==> src/rtl/spi_pkg.sv <==
// Shared types and sizing for the SPI responder shift engine.
package spi_pkg;

  localparam int WORD_BITS_DEF   = 24;
  localparam int SYNC_STAGES_DEF = 2;

  typedef enum logic {
    IDLE   = 1'b0,
    ACTIVE = 1'b1
  } spi_state_e;

  // Bit counter width, wide enough to hold WORD_BITS itself
  function automatic int cnt_w(input int word_bits);
    return $clog2(word_bits + 1);
  endfunction

  localparam int CNT_W_DEF = $clog2(WORD_BITS_DEF + 1);

endpackage

==> src/rtl/spi_input_sync.sv <==
// Multi-lane synchroniser; the low EDGE_LANES lanes also get rise/fall detect,
// the remaining lanes only expose their synchronised level.
module spi_input_sync #(
  parameter int                   NUM_LANES  = 3,
  parameter int                   EDGE_LANES = 2,
  parameter int                   STAGES     = 2,
  parameter logic [NUM_LANES-1:0] IDLE_LVL   = '0
) (
  input  logic                            system_clock,
  input  logic                            reset,
  input  logic [NUM_LANES-1:0]            async_in,
  output logic [NUM_LANES-EDGE_LANES-1:0] lvl,
  output logic [EDGE_LANES-1:0]           rise,
  output logic [EDGE_LANES-1:0]           fall
);

  logic [NUM_LANES-1:0][STAGES-1:0] chain;
  logic [EDGE_LANES-1:0]            dly;

  always_ff @(posedge system_clock or posedge reset) begin
    if (reset) begin
      for (int i = 0; i < NUM_LANES; i++) chain[i] <= {STAGES{IDLE_LVL[i]}};
      for (int j = 0; j < EDGE_LANES; j++) dly[j] <= IDLE_LVL[j];
    end else begin
      for (int i = 0; i < NUM_LANES; i++) chain[i] <= {chain[i][STAGES-2:0], async_in[i]};
      for (int j = 0; j < EDGE_LANES; j++) dly[j] <= chain[j][STAGES-1];
    end
  end

  generate
    for (genvar g = 0; g < NUM_LANES; g++) begin : g_lane
      if (g < EDGE_LANES) begin : g_edge
        assign rise[g] =  chain[g][STAGES-1] & ~dly[g];
        assign fall[g] = ~chain[g][STAGES-1] &  dly[g];
      end else begin : g_lvl
        assign lvl[g-EDGE_LANES] = chain[g][STAGES-1];
      end
    end
  endgenerate

endmodule

==> src/rtl/spi_responder_shift.sv <==
// SPI mode-1 target: oversampled CS/SCLK/MOSI, MSB-first word shift in/out,
// single-word transmit holding register.
module spi_responder_shift
  import spi_pkg::*;
#(
  parameter int WORD_BITS   = WORD_BITS_DEF,
  parameter int SYNC_STAGES = SYNC_STAGES_DEF
) (
  input  logic                 system_clock,
  input  logic                 reset,
  input  logic                 CS,
  input  logic                 SPI_SCLK,
  input  logic                 SPI_MOSI,
  output logic                 SPI_MISO,
  input  logic [WORD_BITS-1:0] tx_word,
  input  logic                 tx_load,
  output logic                 tx_ready,
  output logic [WORD_BITS-1:0] rx_word,
  output logic                 rx_valid,
  output logic                 tx_underrun,
  output logic                 frame_abort,
  output logic                 busy
);

  localparam int             CW   = cnt_w(WORD_BITS);
  localparam logic [CW-1:0]  LAST = CW'(WORD_BITS - 1);

  // Lane 0 = CS (idles high), lane 1 = SCLK, lane 2 = MOSI (level only)
  logic [0:0] sync_lvl;
  logic [1:0] sync_rise, sync_fall;

  spi_input_sync #(
    .NUM_LANES (3),
    .EDGE_LANES(2),
    .STAGES    (SYNC_STAGES),
    .IDLE_LVL  (3'b001)
  ) u_sync (
    .system_clock(system_clock),
    .reset       (reset),
    .async_in    ({SPI_MOSI, SPI_SCLK, CS}),
    .lvl         (sync_lvl),
    .rise        (sync_rise),
    .fall        (sync_fall)
  );

  logic cs_fall, cs_rise, sclk_rise, sclk_fall, mosi;
  assign cs_rise   = sync_rise[0];
  assign cs_fall   = sync_fall[0];
  assign sclk_rise = sync_rise[1];
  assign sclk_fall = sync_fall[1];
  assign mosi      = sync_lvl[0];

  spi_state_e           state, state_nx;
  logic [CW-1:0]        bit_cnt;
  logic [WORD_BITS-1:0] shift_tx, shift_rx, hold_word, tx_src;
  logic                 hold_full;
  logic                 act_rise, act_fall, word_start, xfer, load_ok;

  always_ff @(posedge system_clock or posedge reset) begin
    if (reset) state <= IDLE;
    else       state <= state_nx;
  end

  always_comb begin
    state_nx = state;
    case (state)
      IDLE:    if (cs_fall) state_nx = ACTIVE;
      ACTIVE:  if (cs_rise) state_nx = IDLE;
      default: state_nx = IDLE;
    endcase
  end

  // CS edges take priority over any SCLK edge seen in the same cycle
  assign act_rise   = (state == ACTIVE) & sclk_rise & ~cs_rise & ~cs_fall;
  assign act_fall   = (state == ACTIVE) & sclk_fall & ~cs_rise & ~cs_fall;
  assign word_start = act_rise & (bit_cnt == '0);
  assign xfer       = word_start & hold_full;
  assign tx_ready   = ~hold_full | xfer;
  assign load_ok    = tx_load & tx_ready;
  assign busy       = (state == ACTIVE);

  always_comb begin
    tx_src = shift_tx;
    if (word_start) tx_src = hold_full ? hold_word : '0;
  end

  // A load on the transfer cycle refills the register after the old word leaves
  always_ff @(posedge system_clock or posedge reset) begin
    if (reset) begin
      hold_word <= '0;
      hold_full <= 1'b0;
    end else if (load_ok) begin
      hold_word <= tx_word;
      hold_full <= 1'b1;
    end else if (xfer) begin
      hold_full <= 1'b0;
    end
  end

  always_ff @(posedge system_clock or posedge reset) begin
    if (reset) begin
      SPI_MISO    <= 1'b0;
      bit_cnt     <= '0;
      shift_tx    <= '0;
      shift_rx    <= '0;
      rx_word     <= '0;
      rx_valid    <= 1'b0;
      tx_underrun <= 1'b0;
      frame_abort <= 1'b0;
    end else begin
      rx_valid    <= 1'b0;
      tx_underrun <= 1'b0;
      frame_abort <= 1'b0;
      if (state == IDLE) begin
        if (cs_fall) bit_cnt <= '0;
      end else if (cs_rise) begin
        SPI_MISO    <= 1'b0;
        bit_cnt     <= '0;
        shift_rx    <= '0;
        frame_abort <= (bit_cnt != '0);
      end else begin
        if (act_rise) begin
          SPI_MISO <= tx_src[WORD_BITS-1];
          shift_tx <= tx_src << 1;
          if (word_start && !hold_full) tx_underrun <= 1'b1;
        end
        if (act_fall) begin
          shift_rx <= {shift_rx[WORD_BITS-2:0], mosi};
          if (bit_cnt == LAST) begin
            rx_word  <= {shift_rx[WORD_BITS-2:0], mosi};
            rx_valid <= 1'b1;
            bit_cnt  <= '0;
          end else begin
            bit_cnt <= bit_cnt + 1'b1;
          end
        end
      end
    end
  end

endmodule
==> config.mk <==
export PLATFORM = sky130hd
export DESIGN_NAME = spi_responder_shift
export DESIGN_NICKNAME = d
export VERILOG_FILES = /design/src/rtl/spi_pkg.sv /design/src/rtl/spi_input_sync.sv /design/src/rtl/spi_responder_shift.sv
export SDC_FILE = /design/constraint.sdc
export NUM_CORES = 1
export LEC_CHECK = 0
export CELL_PAD_IN_SITES_DETAIL_PLACEMENT = 1
export CELL_PAD_IN_SITES_GLOBAL_PLACEMENT = 1
export CORE_ASPECT_RATIO = 0.7
export CORE_MARGIN = 2
export CORE_UTILIZATION = 44
export DETAILED_ROUTE_END_ITERATION = 6
export GPL_TIMING_DRIVEN = 0
export PLACE_DENSITY_LB_ADDON = 0.1
export SLEW_MARGIN = 15
export SYNTH_ARGS = -nofsm -noshare
export SYNTH_HDL_FRONTEND = slang
export SYNTH_SLANG_ARGS = --single-unit
==> constraint.sdc <==
create_clock -name system_clock -period 4.54 [get_ports system_clock]
set_input_delay 0.454 -clock system_clock [delete_from_list [all_inputs] [get_ports system_clock]]
set_output_delay 0.454 -clock system_clock [all_outputs]
set_load 0.05 [all_outputs]
==> results of run 1 <==
[cells in the mapped netlist, types with 2 or more instances]
| library cell | n |
|---|---|
| dfrtp_1 | 110 |
| nand2_1 | 29 |
| mux2_2 | 28 |
| nor2_1 | 25 |
| a22o_1 | 24 |
| nand3_1 | 24 |
| a31oi_1 | 22 |
| mux2_4 | 20 |
| clkbuf_1 | 16 |
| inv_1 | 6 |
| a21oi_1 | 4 |
| o21ai_0 | 4 |
| buf_2 | 3 |
| buf_6 | 3 |
| dfstp_2 | 3 |
| nand2b_1 | 3 |
| nor3_1 | 3 |
| buf_1 | 2 |
| ha_1 | 2 |
| nor3b_1 | 2 |
[flip-flops by register name (all words and copies together) (netlist names), 2 cells and up]
name          flops
shift_rx         23
hold_word        24
u_sync.dly        2
u_sync.chain      5
rx_word          24
shift_tx         23
bit_cnt           5
[worst max-delay path, stage by stage (launching register included)]
cell	delay, ps
dfrtp_1	410
inv_1	110
ha_1	190
or4b_1	440
buf_2	180
o41ai_4	290
clkdlybuf4s50_1	870
[cell type report]
type	count	share of cell area, %
plain buffers	24	1.95
clock buffers	18	7.35
clock inverters	14	3.00
inverters	6	0.461
multi-input cells	210	26.7
flip-flops and latches	113	47.4
well taps	132	2.77
repair buffers	60	10.3
[routing by layer]
layer	track usage [%]	vias to the layer above	part of all wire (%)
met1	28.2	1601	50
met2	30.1	57	45
met3	5.92	12	4.1
met4	6.59	0	0.99
li1	-	1429	-
met5	0	-	0
[final timing paths]
path                                 start              end
max                             bit_cnt[0]         tx_ready
min                        u_sync.chain[2]  u_sync.chain[3]
max reg2reg                  u_sync.dly[0]      rx_word[13]
min reg2reg                u_sync.chain[2]  u_sync.chain[3]
max in group asynchronous            reset    u_sync.dly[0]
min in group asynchronous            reset         rx_valid
[power breakdown]
part	leakage [nW]	total (W)	internal, W	switching (W)
clock network	0.294	0.00137	0.000884	0.000488
registers	1.43	0.00138	0.00124	0.000144
logic	1.02	0.000711	0.000343	0.000367
total	2.75	0.00347	0.00247	0.00100
[kinds of logic (layout without fill, tap and decap cells)]
family,Yosys count,in the layout
compound gates,62,62
xor+xnor,1,1
fa+ha+maj,2,2
simple gates,96,96
flops,113,113
mux,49,49
buf+inv,30,122
[metrics by stage]
stage	power [W]	setup TNS (ps)	std cells	area, µm²
floorplan	0.00189	0	353	4570
global placement	0.00207	-61770	544	5320
detailed placement	0.00210	0	545	5350
CTS	0.00351	0	577	5970
global route	0.00366	0	577	5970
finish	0.00347	0	577	5970
==> out/qor_table.md, run 1 <==
| Group | Result | Value |
| --- | --- | --- |
| yosys | Share of the synthesized area in the top cell type | 60.3% |
| clocking | H-tree lvl count | 4 |
| outcome | Outcome | finished, final reports clean |
| critical path | Critical Setup Path Class | reg -> out |
| timing | Setup repair after global routing missed its margin | false |
| power | Cell area power density | 581 mW/mm² |
| placed design | Detailed-placement wirelength estimate | 6710 µm |
| timing | Relative slew margins | 27.7% |
| floorplanning | Die boundary height | 89.2 µm |
| grt | Largest net degree at the start of global routing | 83 |
| placed design | RD Place Congestion | 0.791 |
| clocking | Bufs on Longest Clock Path | 2 |
| yosys | Syn Inst Count | 353 |
| drt | Antenna Nets Post-Route | 0 |
| min path | Worst hold path class | reg -> reg |
| timing | Fin. Hold Viols | 0 |
| yosys | Post-synth EDFFs | 0 |
| floorplanning | Die area | 0.0112 mm² |
| clocking | Total clock sinks | 113 |
| yosys | Most frequently used flop master after synthesis | dfrtp_1 |
| finish | Combined flip-flop and latch cell area | 0.00283 mm² |
| finish | Most common cell after layout, fill and taps aside | dfrtp_1 |
| yosys | FF+latch count, synth | 113 |
| finish | Ratio of cells with drive above 1 in the final layout | 21.6% |
| clocking | Library cell used as clock root buffer | clkbuf_16 |
| grt | Number of antenna violations at the first check in global routing | 0 |
| finish | Fill cell total of the finished layout | 1,029 |
| drt | Mean number of vias per cell | 5.37 |
| finish | Layout Utilization | 58.3% |
| yosys | Number of distinct library cells after synthesis | 40 |
| clocking | Clock latency of the later-clocked register in the worst-skew pair | 410 ps |
| drt | Router iterations before antenna repair | 4 |
| timing | Final Critical Period | 3340 ps |
| critical path | Setup slack on the worst flop-to-flop path | 1770 ps |
| floorplanning | Core box area | 0.0102 mm² |
| timing | Clk_skew | 7.66 ps |
| yosys | Fraction of the mapped netlist area in compound gates | 10.4% |
| yosys | Share of synthesized area spent on multiplexers | 13.7% |
| drt | Number of vias in the routed layout | 3,099 |
| drt | Wirelength per Cell | 17.9 µm |
| clocking | Number of hold buffers added after cts | 0 |
| run | # Max-Cap Violations | 0 |
| grt | GRT Util Overall | 20.0% |
| critical path | Reg2Reg Depth | 5 |
| timing | Setup violations, final | 0 |
| floorplanning | I/O pin total | 60 |
| timing | Final slew viol count | 0 |
| grt | First-pass GRT wire length | 17,200 µm |
| placed design | Setup slack at placement | 1670 ps |
| critical path | Endpoint required time on the critical path | 4090 ps |
| yosys | Average size of a mapped cell | 12.9 µm² |
| grt | Total overflow reported by the global router | 0 |
| power | Max rail drop VDD | 302 µV |
| critical path | Highest net fanout along the worst path | 6 |
| yosys | Mapped cell area | 0.00457 mm² |
| critical path | Signal arrival time at the worst endpoint | 2890 ps |
| timing | Minimum setup slack in the final design | 1200 ps |
| critical path | Critical path startpoint category | register |
| clocking | Number of post-CTS setup repair buffers | 0 |
| yosys | Main combinational cell family by area after synthesis | multiplexers |
| yosys | Leading post-synthesis cells by cell area | dfrtp_1 (60%), mux2_2 (6.9%), mux2_4 (6.6%) |
| clocking | Number of CTS-inserted buffers | 17 |
| yosys | Syn. warnings | 0 |
| drt | Initial drt markers | 153 |
| clocking | Clock-pin slew reported for the worst setup and hold paths after clock tree synthesis | 50 ps |
| drt | Final Routed Wirelength | 10,300 µm |
| finish | Commonest cells after routing, fill and taps aside | dfrtp_1 (110), clkdlybuf4s50_1 (59), nand2_1 (29) |
| yosys | FFs w/ async S/R, synth | 100% |
| yosys | Adder and majority cell fraction of the synthesized area | 0.548% |
| grt | Number of global-route vias before repair | 3,246 |
| yosys | Parity-gate share of the synthesized area counting xor and xnor cells | 0.192% |
| finish | Area of the multi-input gates | 0.00160 mm² |
| timing | Post-route fraction of the period consumed by the critical path | 73.7% |
| timing | Maximum achievable frequency | 0.299 GHz |
| min path | Hold depth | 0 |
| clocking | Count of instances resized after the clock tree is built | 0 |
| finish | Syn-to-layout area delta | 30.8% |
| yosys | Area share of and/or/nand/nor cells after synthesis | 10.1% |
| yosys | Share of the yosys chip area belonging to registers | 62.0% |
| placed design | Count of port buffers added during placement | 59 |
| power | Leakage power summed over all cells | 2.75 nW |
| floorplanning | Starting utilization of the core area | 44.6% |
| drt | Residual DRC | 0 |
| finish | Final antenna diode count | 0 |
| timing | Measured slew at the worst slew-check pin | 1080 ps |
| yosys | Largest area contributor in the netlist | dfrtp_1 |
| clocking | TritonCTS clock tree | yes |
| timing | Worst hold margin | 350 ps |
| floorplanning | Row cnt | 31 |
| critical path | Kind of end point of the critical path | primary output |
| yosys | Net Count, Synth | 385 |
| finish | Number of nets in the layout | 464 |
| floorplanning | Die width | 126 µm |
(Power assumes the default switching activity.)
==> run 2, diff against run 1 <==
- clock period: 4.54 -> 3.39 ns (I/O delays scaled with it)
==> results of run 2 <==
Same layout as run 1 (identical final DEF). Status: finished, final reports clean.
Main changes from that run: setup slack after placement 1670 ps -> 622 ps; clock-pin slew on the worst setup and hold paths 50 ps -> 60 ps; setup slack after layout 1200 ps -> 161 ps; hold slack 350 ps -> 282 ps; register-to-register setup slack 1770 ps -> 620 ps; total power 0.00347 W -> 0.00464 W; worst IR drop on VDD 302 µV -> 404 µV
